==> src/rtl/data_stack.sv <==
// -----------------------------------------------------------------------------
// data_stack
//   LIFO data stack with a registered pop output, a combinational top-of-stack
//   view and sticky overflow/underflow flags.
//
// Ports
//   clk            : rising-edge clock for every state change
//   rst            : asynchronous, active-low reset
//   rst_stack      : synchronous clear (wins over push/pop in the same cycle)
//   push_stack     : push stack_data_in this cycle
//   pop_stack      : pop the top entry this cycle
//   stack_data_in  : word to push
//   stack_data_out : registered copy of the most recently popped word
//   tos            : current top entry, 0 when empty
//   count          : number of valid entries (0..DEPTH)
//   empty / full   : count == 0 / count == DEPTH
//   overflow       : sticky, set by a push while full
//   underflow      : sticky, set by a pop while empty
//
// Command semantics: push_stack and pop_stack are single-cycle requests
// sampled on the rising edge of clk. There is no ready/backpressure; every
// request is consumed on the edge where it is seen. A request that cannot be
// honoured (push while full, pop while empty) leaves the stack unchanged and
// sets the matching sticky flag instead. Push+pop on a non-empty stack is a
// replace of the top entry, and the old top is returned on stack_data_out.
// -----------------------------------------------------------------------------
module data_stack #(
  parameter int WIDTH = 16,
  parameter int DEPTH = 16,
  parameter int CNT_W = 5
) (
  input  logic             clk,
  input  logic             rst,
  input  logic             rst_stack,
  input  logic             push_stack,
  input  logic             pop_stack,
  input  logic [WIDTH-1:0] stack_data_in,
  output logic [WIDTH-1:0] stack_data_out,
  output logic [WIDTH-1:0] tos,
  output logic [CNT_W-1:0] count,
  output logic             empty,
  output logic             full,
  output logic             overflow,
  output logic             underflow
);

  localparam int              AW      = $clog2(DEPTH);
  localparam logic [CNT_W-1:0] DEPTH_C = CNT_W'(DEPTH);

  // Storage has no reset: contents are never visible while count is 0.
  logic [WIDTH-1:0] r_mem [DEPTH];
  logic [CNT_W-1:0] r_count;
  logic [WIDTH-1:0] r_dout;
  logic             r_ovf;
  logic             r_unf;

  logic [CNT_W-1:0] w_count_nxt;
  logic [WIDTH-1:0] w_dout_nxt;
  logic             w_ovf_nxt;
  logic             w_unf_nxt;
  logic             w_we;
  logic [AW-1:0]    w_waddr;
  logic [AW-1:0]    w_top_idx;
  logic [AW-1:0]    w_wr_idx;
  logic             w_empty;
  logic             w_full;

  assign w_empty   = (r_count == '0);
  assign w_full    = (r_count == DEPTH_C);
  // count-1 wraps to all ones when empty; tos is masked in that case.
  assign w_top_idx = AW'(r_count - CNT_W'(1));
  // Only used when not full, so count fits in AW bits here.
  assign w_wr_idx  = AW'(r_count);

  always_comb begin
    w_count_nxt = r_count;
    w_dout_nxt  = r_dout;
    w_ovf_nxt   = r_ovf;
    w_unf_nxt   = r_unf;
    w_we        = 1'b0;
    w_waddr     = w_wr_idx;

    if (rst_stack) begin
      w_count_nxt = '0;
      w_dout_nxt  = '0;
      w_ovf_nxt   = 1'b0;
      w_unf_nxt   = 1'b0;
    end else if (push_stack && pop_stack) begin
      if (w_empty) begin
        // Nothing to pop: the push still lands in entry 0.
        w_we        = 1'b1;
        w_waddr     = w_wr_idx;
        w_count_nxt = CNT_W'(1);
        w_unf_nxt   = 1'b1;
      end else begin
        // Replace top; old top goes out. Works when full too.
        w_dout_nxt = r_mem[w_top_idx];
        w_we       = 1'b1;
        w_waddr    = w_top_idx;
      end
    end else if (push_stack) begin
      if (w_full) begin
        w_ovf_nxt = 1'b1;
      end else begin
        w_we        = 1'b1;
        w_waddr     = w_wr_idx;
        w_count_nxt = r_count + CNT_W'(1);
      end
    end else if (pop_stack) begin
      if (w_empty) begin
        w_unf_nxt = 1'b1;
      end else begin
        w_dout_nxt  = r_mem[w_top_idx];
        w_count_nxt = r_count - CNT_W'(1);
      end
    end
  end

  always_ff @(posedge clk or negedge rst) begin
    if (!rst) begin
      r_count <= '0;
      r_dout  <= '0;
      r_ovf   <= 1'b0;
      r_unf   <= 1'b0;
    end else begin
      r_count <= w_count_nxt;
      r_dout  <= w_dout_nxt;
      r_ovf   <= w_ovf_nxt;
      r_unf   <= w_unf_nxt;
    end
  end

  // A write while rst is low is harmless: count stays 0, so it is never read.
  always_ff @(posedge clk) begin
    if (w_we) begin
      r_mem[w_waddr] <= stack_data_in;
    end
  end

  assign stack_data_out = r_dout;
  assign tos            = w_empty ? '0 : r_mem[w_top_idx];
  assign count          = r_count;
  assign empty          = w_empty;
  assign full           = w_full;
  assign overflow       = r_ovf;
  assign underflow      = r_unf;

endmodule

==> config.mk <==
export PLATFORM = sky130hd
export DESIGN_NAME = data_stack
export DESIGN_NICKNAME = d
export VERILOG_FILES = /design/src/rtl/data_stack.sv
export SDC_FILE = /design/constraint.sdc
export NUM_CORES = 1
export LEC_CHECK = 0
export ABC_AREA = 1
export CORE_MARGIN = 2
export CORE_UTILIZATION = 54
export CTS_BUF_LIST = sky130_fd_sc_hd__clkbuf_16
export CTS_CLUSTER_SIZE = 12
export DETAILED_ROUTE_END_ITERATION = 8
export MAX_ROUTING_LAYER = met4
export PLACE_DENSITY_LB_ADDON = 0.08
export SETUP_SLACK_MARGIN = 0.05
export SYNTH_ARGS = -nofsm -noshare
export SYNTH_HDL_FRONTEND = slang
export SYNTH_SLANG_ARGS = --single-unit
==> constraint.sdc <==
create_clock -name clk -period 2.6 [get_ports clk]
set_input_delay 0.26 -clock clk [delete_from_list [all_inputs] [get_ports clk]]
set_output_delay 0.26 -clock clk [all_outputs]
set_load 0.01 [all_outputs]
==> results of run 1 <==
layout by cell type, fill, tap and decap left out, types with 12 or more instances in the layout:
master,synthesis,routed
clkdlybuf4s50_1,0,44
edfxtp_1,256,256
dfrtp_1,23,21
nand2_1,375,359
clkbuf_16,0,32
nand3_2,2,77
nand3_1,227,122
nand3_4,2,32
buf_4,17,76
buf_6,3,18
buf_2,29,14
buf_12,0,45
inv_1,107,112
nor2_4,3,20
nor2_1,32,12
worst max-delay path: stages (launching register included):
cell and delay [ps]:
dfrtp_4 500, inv_6 100, ha_4 150, buf_12 120, nor2_4 40, nor2_4 190
buf_12 150, clkbuf_16 160, nand3_1 130, nand3_2 130, a21oi_2 60, buf_2 130
per-stage QoR:
step	total power, mW	instances	hold slack [ps]	setup slack [ps]	area (sq um)
after detailed placement	10.2	1492	465	-208	13700
after global placement	10.2	1492	463	-248	13700
after CTS	15.3	1579	81.0	-41.5	15600
after floorplan	7.96	1121	-35.6	70.8	12200
final	16.5	1600	72.8	-75.4	16400
after global routing	17.1	1600	106	-148	16400
what timing repair did:
action                                  4_1_cts  5_1_grt
endpoints found under the setup margin       58      131
setup buffers                                39       19
cloned                                        6        4
pin swaps                                    60       40
resized for setup                           201       93
sequential cells by signal (all words and copies together), names as in the netlist:
| signal | cells |
|---|---|
| count | 5 |
| overflow | 1 |
| r_mem | 256 |
| stack_data_out | 16 |
| underflow | 1 |
layout make-up:
cell class | count | share of cell area, %
timing repair buffer | 211 | 15.2
clock inverter | 15 | 0.594
tap | 280 | 2.13
sequential | 279 | 50.3
multi-input combinational | 675 | 24.8
clock buffer | 28 | 4.26
inverter | 112 | 2.74
worst max-delay path by stage:
stage / end / start / slack [ps] / cells past startpoint
after global placement: tos[15] / count[0] / -250 / 9
after global routing: tos[15] / count[0] / -150 / 12
after detailed placement: tos[15] / count[0] / -210 / 9
final: tos[6] / count[0] / -80 / 11
after CTS: tos[15] / count[0] / -40 / 12
after floorplan: r_mem[4][0] / count[0] / 70 / 11
kinds of logic after synthesis:
| group | Yosys count |
|---|---|
| buf+inv | 168 |
| xor+xnor | 2 |
| flops | 279 |
| simple gates | 643 |
| compound gates | 26 |
| fa+ha+maj | 3 |
where the power goes:
part / internal [mW] / switching [mW] / leakage (nW)
combinational: 3.44 / 4.21 / 3.67
sequential: 5.11 / 0.0878 / 2.61
clock: 2.02 / 1.61 / 0.417
routing by layer:
| layer | vias up | routed length [microns] | track usage [%] | share of wire (%) |
|---|---|---|---|---|
| met2 | 454 | 16000 | 42.8 | 46 |
| met4 | 0 | 1250 | 8.99 | 3.6 |
| met3 | 102 | 3310 | 4.62 | 9.6 |
| li1 | 4146 | - | - | - |
| met5 | - | 0 | - | 0 |
| met1 | 4378 | 14000 | 42.2 | 41 |
==> impl_metrics.py, run 1 <==
metrics = {
    "logic_synthesis": {
        "yosysSeqAreaShare_pct": 68.9,
        "syn-num-nets": 1145,
        "synth-simple-area-share_pct": 23.0,
        "syn_inst": 1121,
        "ys_warn_count": 0,
        "synth-compound-area-share_pct": 1.27,
        "synth_commonest_cells": "nand2_1, edfxtp_1, nand3_1",
        "synth_area_leaders": "edfxtp_1, nand2_1, nand3_1",
        "synthMuxAreaShare_pct": 0,
        "yosys.area_share.adder_pct": 0.313,
        "netlist_area_sq_mm": 0.0120,
        "synth_top_family_by_area": "simple AND/OR/NAND/NOR gates",
        "ys_ff_latch": 279,
        "synth_top_area_share_pct": 64.1,
        "synth_cell_types": 26,
        "synth_ff_type": "edfxtp_1",
        "yosysMostFrequentCell": "nand2_1",
        "synth_enable_flop_cells": 256,
        "synthXorXnorAreaFrac_pct": 0.209,
        "synth_top_area_cell": "edfxtp_1",
        "syn_avg_cell_area_sq_um": 10.7,
        "ys_async_sr_fraction_pct": 8.24,
    },
    "worst_setup_path": {
        "ff2ff_setup_slack_ps": 40,
        "critical_path_class": "flip-flop to output port",
        "required_ps": 2340,
        "r2r_start": "count[0]",
        "r2r_cells": 17,
        "critPathCaptureType": "output port",
        "arrival_ps": 2420,
        "r2r_end": "stack_data_out[12]",
        "start_kind": "flip-flop",
        "crit_fanout": 5,
    },
    "drt": {
        "drc": 0,
        "ant_nets": 0,
        "routed_wl_microns": 34600,
        "viasPerCell": 5.68,
        "dr_total_vias": 9080,
        "wl_per_cell_microns": 21.6,
        "first_pass_iters": 7,
        "drt_iter0_markers": 892,
    },
    "global_route": {
        "overflow": 0,
        "grt_max_degree": 77,
        "grt_use_total_pct": 29.1,
        "grt_pass1_wl_microns": 50300,
        "antenna_found_initial": 0,
        "grt_pass1_vias": 8545,
    },
    "clock_network": {
        "clkLatencyLatePin_ps": 550,
        "cts_hold_buffers": 0,
        "clockBufferDepth": 3,
        "cts.sinks": 279,
        "cts_buffers": 28,
        "clock-root-buffer": "clkbuf_16",
        "cts_tree": "built",
        "clk_pin_slew_ps": 60,
        "cts_max_level": 1,
    },
    "power": {
        "p_leak_nw": 6.69,
        "powerDensity_mw_per_mm2": 1000,
        "max-vdd-ir-drop_v": 0.000607,
    },
    "sta": {
        "setup_ws_ps": -75.4,
        "post-route-period-util_pct": 103,
        "setup_viol": 16,
        "fmax_ghz": 0.374,
        "worst_pin_slew_ps": 735,
        "final_max_slew_viol_count": 0,
        "fin_tns_setup_ps": -520,
        "fin_crit_ps": 2680,
        "hold_viol": 0,
        "relSlewSlack_pct": 50.9,
        "rsz0062_at_grt": "true",
        "finClkSkew_ps": 14.0,
    },
    "floorplanning": {
        "floorplan.die_area_sq_mm": 0.0234,
        "die_y_microns": 153,
        "start_util_pct": 55.0,
        "die_w_microns": 153,
        "std_cell_rows": 54,
        "io_pins": 62,
        "coreArea_sq_mm": 0.0218,
    },
    "run_status": {
        "failed_checks": "setup timing",
        "status": "complete, but fails checks",
    },
    "placement": {
        "hpwl_microns": 18400,
        "gp_congestion": 0.827,
        "port_buffers": 61,
    },
    "finish": {
        "num-nets-final": 1331,
        "multi_input_area_sq_mm": 0.00407,
        "finish.utilization_pct": 75.3,
        "antenna_cells": 0,
        "fill_cells": 1364,
        "seqCellArea_sq_mm": 0.00827,
        "drive_above_1_share_pct": 28.1,
        "synthToLayoutAreaGrowth_pct": 37.0,
    },
    "worst_hold_path": {
        "hold_path_class": "primary input to asynchronous set/reset pin",
    },
    "flow_run": {
        "max_cap_violations": 0,
    },
}
Power figures use the tool's default switching activity.
==> run 2, diff against run 1 <==
Settings changed: CORE_UTILIZATION 54 to 63.
Clock period 2.6 ns to 3.4 ns, I/O delays scaled along.
==> impl_metrics.py, run 2 (synthesis gave the netlist of run 1 again) <==
metrics = {
    "sta": {
        "final_max_slew_viol_count": 0,
        "fin_crit_ps": 3240,
        "rsz0062_at_grt": "true",
        "fin_tns_setup_ps": 0,
        "hold_viol": 0,
        "relSlewSlack_pct": 20.3,
        "finClkSkew_ps": 8.13,
        "worst_pin_slew_ps": 1190,
        "fmax_ghz": 0.308,
        "setup_viol": 0,
        "post-route-period-util_pct": 95.3,
    },
    "drt": {
        "wl_per_cell_microns": 21.5,
        "first_pass_iters": 5,
        "drt_iter0_markers": 1127,
        "routed_wl_microns": 31400,
        "viasPerCell": 5.86,
        "ant_nets": 0,
        "dr_total_vias": 8561,
        "drc": 0,
    },
    "finish": {
        "multi_input_area_sq_mm": 0.00314,
        "synthToLayoutAreaGrowth_pct": 17.8,
        "top_register": "r_mem",
        "fill_cells": 1239,
        "seqCellArea_sq_mm": 0.00827,
        "largest_reg_flops": 256,
        "drive_above_1_share_pct": 10.4,
        "num-nets-final": 1228,
        "final_cell_mix": "nand2_1, edfxtp_1, nand3_1, inv_1, clkdlybuf4s50_1",
        "layout_commonest_cell": "nand2_1",
    },
    "placement": {
        "gp_congestion": 0.876,
        "port_buffers": 61,
        "hpwl_microns": 18700,
    },
    "power": {
        "p_leak_nw": 5.81,
        "max-vdd-ir-drop_v": 0.000500,
        "power.total_mw": 10.5,
        "powerDensity_mw_per_mm2": 744,
    },
    "clock_network": {
        "clkLatencyLatePin_ps": 540,
        "clk_pin_slew_ps": 60,
        "cts_hold_buffers": 0,
        "cts.sinks": 279,
        "cts_buffers": 28,
        "cts_tree": "built",
        "clock-root-buffer": "clkbuf_16",
        "clockBufferDepth": 3,
        "cts_max_level": 1,
    },
    "floorplanning": {
        "die_w_microns": 142,
        "std_cell_rows": 50,
        "die_y_microns": 142,
        "io_pins": 62,
        "start_util_pct": 64.1,
        "floorplan.die_area_sq_mm": 0.0202,
        "coreArea_sq_mm": 0.0187,
    },
    "global_route": {
        "grt_max_degree": 134,
        "grt_pass1_wl_microns": 46700,
        "overflow": 0,
        "antenna_found_initial": 1,
        "grt_pass1_vias": 7749,
        "grt_use_total_pct": 32.3,
    },
    "flow_run": {
        "max_cap_violations": 0,
    },
    "worst_hold_path": {
        "hold_path_class": "primary input to asynchronous set/reset pin",
    },
    "worst_setup_path": {
        "arrival_ps": 2900,
        "crit_fanout": 17,
        "start_kind": "flip-flop",
        "critPathCaptureType": "output port",
        "critical_path_class": "flip-flop to output port",
        "required_ps": 3060,
    },
    "run_status": {
        "status": "complete, no violations",
    },
}
-- run 2: critical path, stage by stage (launching register included) --
cell and delay [ps]:
dfrtp_4 500, inv_4 120, ha_4 250, inv_6 140
buf_12 180, nand3_1 140, nand3_1 100, nand3_1 130
a21oi_1 200, clkdlybuf4s50_1 580
-- run 2: report_power, final --
group / switching [mW] / leakage, nW / internal [mW]
clock network: 1.21 / 0.461 / 1.52
logic: 2.35 / 2.74 / 1.44
registers: 0.0803 / 2.61 / 3.91
total: 3.65 / 5.81 / 6.87
-- run 2: through the flow --
stage               setup WS [ps]  util (%)  cells  hold WS (ps)  area, sq um
global route                 24.7      75.6   1461           116        14100
finish                        158      75.6   1461          84.9        14100
detailed placement            322      69.3   1396           465        13000
floorplan                     422         -   1121          44.4        12000
global placement              366      69.3   1396           463        13000
CTS                          28.0      74.5   1453          90.4        13900
-- run 2: layout make-up --
type                    instances  area share [%]
diodes                          1          0.0177
inverters                     112            3.06
clock buffers                  29            5.13
flip-flops and latches        279            58.5
well taps                     234            2.07
repair buffers                108            8.39
clock inverters                23           0.637
multi-input cells             675            22.2
-- run 2: per-layer routing --
layer / global-route usage (%) / up-vias / share of wire [%]
met5: - / - / 0
met1: 47.6 / 3991 / 41
li1: - / 3934 / -
met2: 45.0 / 571 / 44
met4: 9.47 / 0 / 2.3
met3: 8.55 / 65 / 13
-- run 2: path summary, 6_finish.rpt --
check | end | slack, ps | depth (start not counted) | start
worst max-delay path | tos[0] | 160 | 9 | count[0]
worst min-delay path | stack_data_out[1] | 80 | 1 | rst
worst max register to register | r_mem[1][6] | 470 | 8 | count[2]
worst min register to register | stack_data_out[11] | 480 | 2 | stack_data_out[11]
max in group asynchronous | count[0] | 2740 | 2 | rst
min in group clk | stack_data_out[11] | 480 | 2 | stack_data_out[11]
-- run 2: repair_timing --
item / CTS / global route
buffers inserted: 3 / 6
cloned: 2 / 1
setup endpoints to repair: 16 / 16
pin swaps: 2 / 4
gates resized for setup: 11 / 20
==> run 3, diff against run 2 <==
--- a/config.mk
+++ b/config.mk
@@ -8,2 +8,3 @@
 export ABC_AREA = 1
+export ABC_CLOCK_PERIOD_IN_PS = 3400
 export CORE_MARGIN = 2
@@ -11,2 +12,3 @@
 export CTS_BUF_LIST = sky130_fd_sc_hd__clkbuf_16
+export CTS_CLUSTER_DIAMETER = 50
 export CTS_CLUSTER_SIZE = 12
==> constraint.sdc (replaced) <==
create_clock -name clk -period 3.4 [get_ports clk]
set_input_delay 0.68 -clock clk [delete_from_list [all_inputs] [get_ports clk]]
set_output_delay 0.68 -clock clk [all_outputs]
set_load 0.01 [all_outputs]
==> impl_metrics.py, run 3 (synthesis gave the netlist of run 1 again) <==
metrics = {
    "run_status": {
        "status": "complete, no violations",
    },
    "clock_network": {
        "cts_hold_buffers": 0,
        "clock-root-buffer": "clkbuf_16",
        "clk_pin_slew_ps": 60,
        "clockBufferDepth": 3,
        "cts_buffers": 30,
        "cts_max_level": 1,
        "cts.sinks": 279,
        "clkLatencyLatePin_ps": 560,
        "cts_tree": "built",
    },
    "sta": {
        "fmax_ghz": 0.303,
        "finClkSkew_ps": 16.4,
        "setup_viol": 0,
        "final_max_slew_viol_count": 0,
        "rsz0062_at_grt": "true",
        "fin_crit_ps": 3300,
        "post-route-period-util_pct": 97.2,
        "hold_viol": 0,
        "relSlewSlack_pct": 53.5,
        "worst_pin_slew_ps": 696,
    },
    "finish": {
        "largest_reg_flops": 256,
        "top_register": "r_mem",
        "stdcell_area_sq_mm": 0.0146,
        "synthToLayoutAreaGrowth_pct": 21.5,
        "antenna_cells": 0,
        "stdcell_count": 1488,
        "drive_above_1_share_pct": 17.2,
        "layout_commonest_cell": "nand2_1",
        "final_cell_mix": "nand2_1, edfxtp_1, nand3_1, inv_1, buf_4",
        "num-nets-final": 1259,
    },
    "global_route": {
        "grt_max_degree": 134,
        "grt_pass1_wl_microns": 47500,
        "grt_util_met1_pct": 47.3,
        "antenna_found_initial": 0,
        "grt_use_met3_pct": 9.59,
        "use_met2_pct": 47.0,
        "grt_use_total_pct": 33.1,
        "top_usage_layer": "met1",
        "grt_pass1_vias": 8059,
        "overflow": 0,
    },
    "worst_setup_path": {
        "r2r_cells": 21,
        "cp_cell_sequence": "clkinv_2 > buf_6 > ha_4 > clkinv_8 > bufbuf_16 > nand3_2 > nand3_2 > nand3_2 > buf_4 > buf_4 > buf_4 > buf_4 > buf_4 > buf_4 > buf_4 > buf_4 > buf_4 > buf_4 > buf_4 > nand3_1 > nand2_1",
        "crit_fanout": 10,
        "critical_path_class": "flip-flop to flip-flop",
        "start_kind": "flip-flop",
        "cp.depth": 21,
        "worst_path_most_repeated_cell": "buf_4",
        "arrival_ps": 3750,
        "critical_path.slowest_cell": "dfrtp_4",
        "path_buf_inv": 15,
        "cp_top_family": "buffers and inverters",
        "r2r_start": "count[0]",
        "critPathCaptureType": "flip-flop",
        "startpoint": "count[0]",
        "max_stage_delay_ps": 480,
        "required_ps": 3850,
    },
    "drt": {
        "routed_wl_microns": 32200,
        "drt_iter0_markers": 1190,
        "ant_nets": 0,
        "viasPerCell": 5.86,
        "dr_total_vias": 8725,
        "drc": 0,
        "first_pass_iters": 5,
        "wl_per_cell_microns": 21.6,
    },
    "floorplanning": {
        "floorplan.die_area_sq_mm": 0.0202,
        "coreArea_sq_mm": 0.0187,
        "die_y_microns": 142,
        "io_pins": 62,
        "die_w_microns": 142,
        "start_util_pct": 64.1,
        "std_cell_rows": 50,
    },
    "placement": {
        "gp_congestion": 0.869,
        "dpl_cell_area_sq_mm": 0.0131,
        "port_buffers": 61,
        "hpwl_microns": 18400,
        "dp.cells": 1412,
    },
    "power": {
        "p_leak_nw": 6.03,
        "power.total_mw": 11.1,
        "max-vdd-ir-drop_v": 0.000509,
        "powerDensity_mw_per_mm2": 760,
    },
    "flow_run": {
        "max_cap_violations": 0,
    },
    "worst_hold_path": {
        "hold_path_class": "primary input to asynchronous set/reset pin",
    },
}
[run 3: changes by cell type in the layout (fill, tap and decap cells not counted), moves of 5 or more]
| cell | previous run | this run |
|---|---|---|
| nand3_1 | 219 | 190 |
| buf_4 | 30 | 58 |
| nand3_2 | 10 | 38 |
| clkdlybuf4s50_1 | 57 | 45 |
| clkbuf_2 | 0 | 9 |
| buf_2 | 0 | 7 |
| buf_12 | 13 | 7 |
| inv_1 | 122 | 116 |
| a21oi_1 | 8 | 3 |
| a21oi_2 | 2 | 7 |
[run 3: worst register-to-register path, delay by kind of cell, from the launching register on]
kind | cells | cell delay, ps
DFF | 1 | 480
and+or+nand+nor | 5 | 490
adders and majority gates | 1 | 240
buffers and inverters | 15 | 1990
[run 3: timing repair]
action | in CTS | in global routing
gates cloned | 5 | 2
pin swaps | 7 | 13
endpoints found under the setup margin | 16 | 18
hold endpoints to repair | 0 | 0
gates resized for setup | 65 | 65
setup buffers | 12 | 6
[run 3: per-layer routing]
| layer | vias to the layer above | part of all wire (%) | wire length, microns |
|---|---|---|---|
| li1 | 3996 | - | - |
| met4 | 0 | 2.6 | 845 |
| met3 | 74 | 13 | 4270 |
| met5 | - | 0 | 0 |
| met2 | 593 | 44 | 14200 |
| met1 | 4062 | 40 | 12900 |
[run 3: cell type report]
cell class / instances / area (sq um)
Timing Repair Buffer: 137 / 1370
Tap cell: 234 / 293
Fill cell: 1163 / 4120
Clock buffer: 30 / 751
Sequential cell: 279 / 8270
Clock inverter: 21 / 141
Inverter: 112 / 442
Multi-Input combinational cell: 675 / 3310
[run 3: power by group]
part,switching (mW),total [mW],internal [mW]
clock network,1.29,2.96,1.67
logic,2.56,4.14,1.58
registers,0.0711,3.98,3.91
total,3.92,11.1,7.15
[run 3: through the flow]
| stage | setup WS [ps] | utilization, % | TNS (ps) | hold slack [ps] |
|---|---|---|---|---|
| finish | 95.4 | 78.0 | 0 | 375 |
| global route | 12.5 | 78.0 | 0 | 399 |
| CTS | -7.63 | 76.9 | -14.9 | 380 |
| detailed placement | 6.23 | 70.0 | 0 | 466 |
| global placement | 14.1 | 70.0 | 0 | 465 |
| floorplan | 422 | - | 0 | 384 |
[run 3: final timing paths]
path,slack [ps],to
worst min register to register,480,stack_data_out[5]
worst max-delay path,100,stack_data_out[13]
worst max register to register,100,stack_data_out[13]
min in group clk,480,stack_data_out[5]
max in group asynchronous,2490,count[2]
worst min-delay path,370,stack_data_out[3]
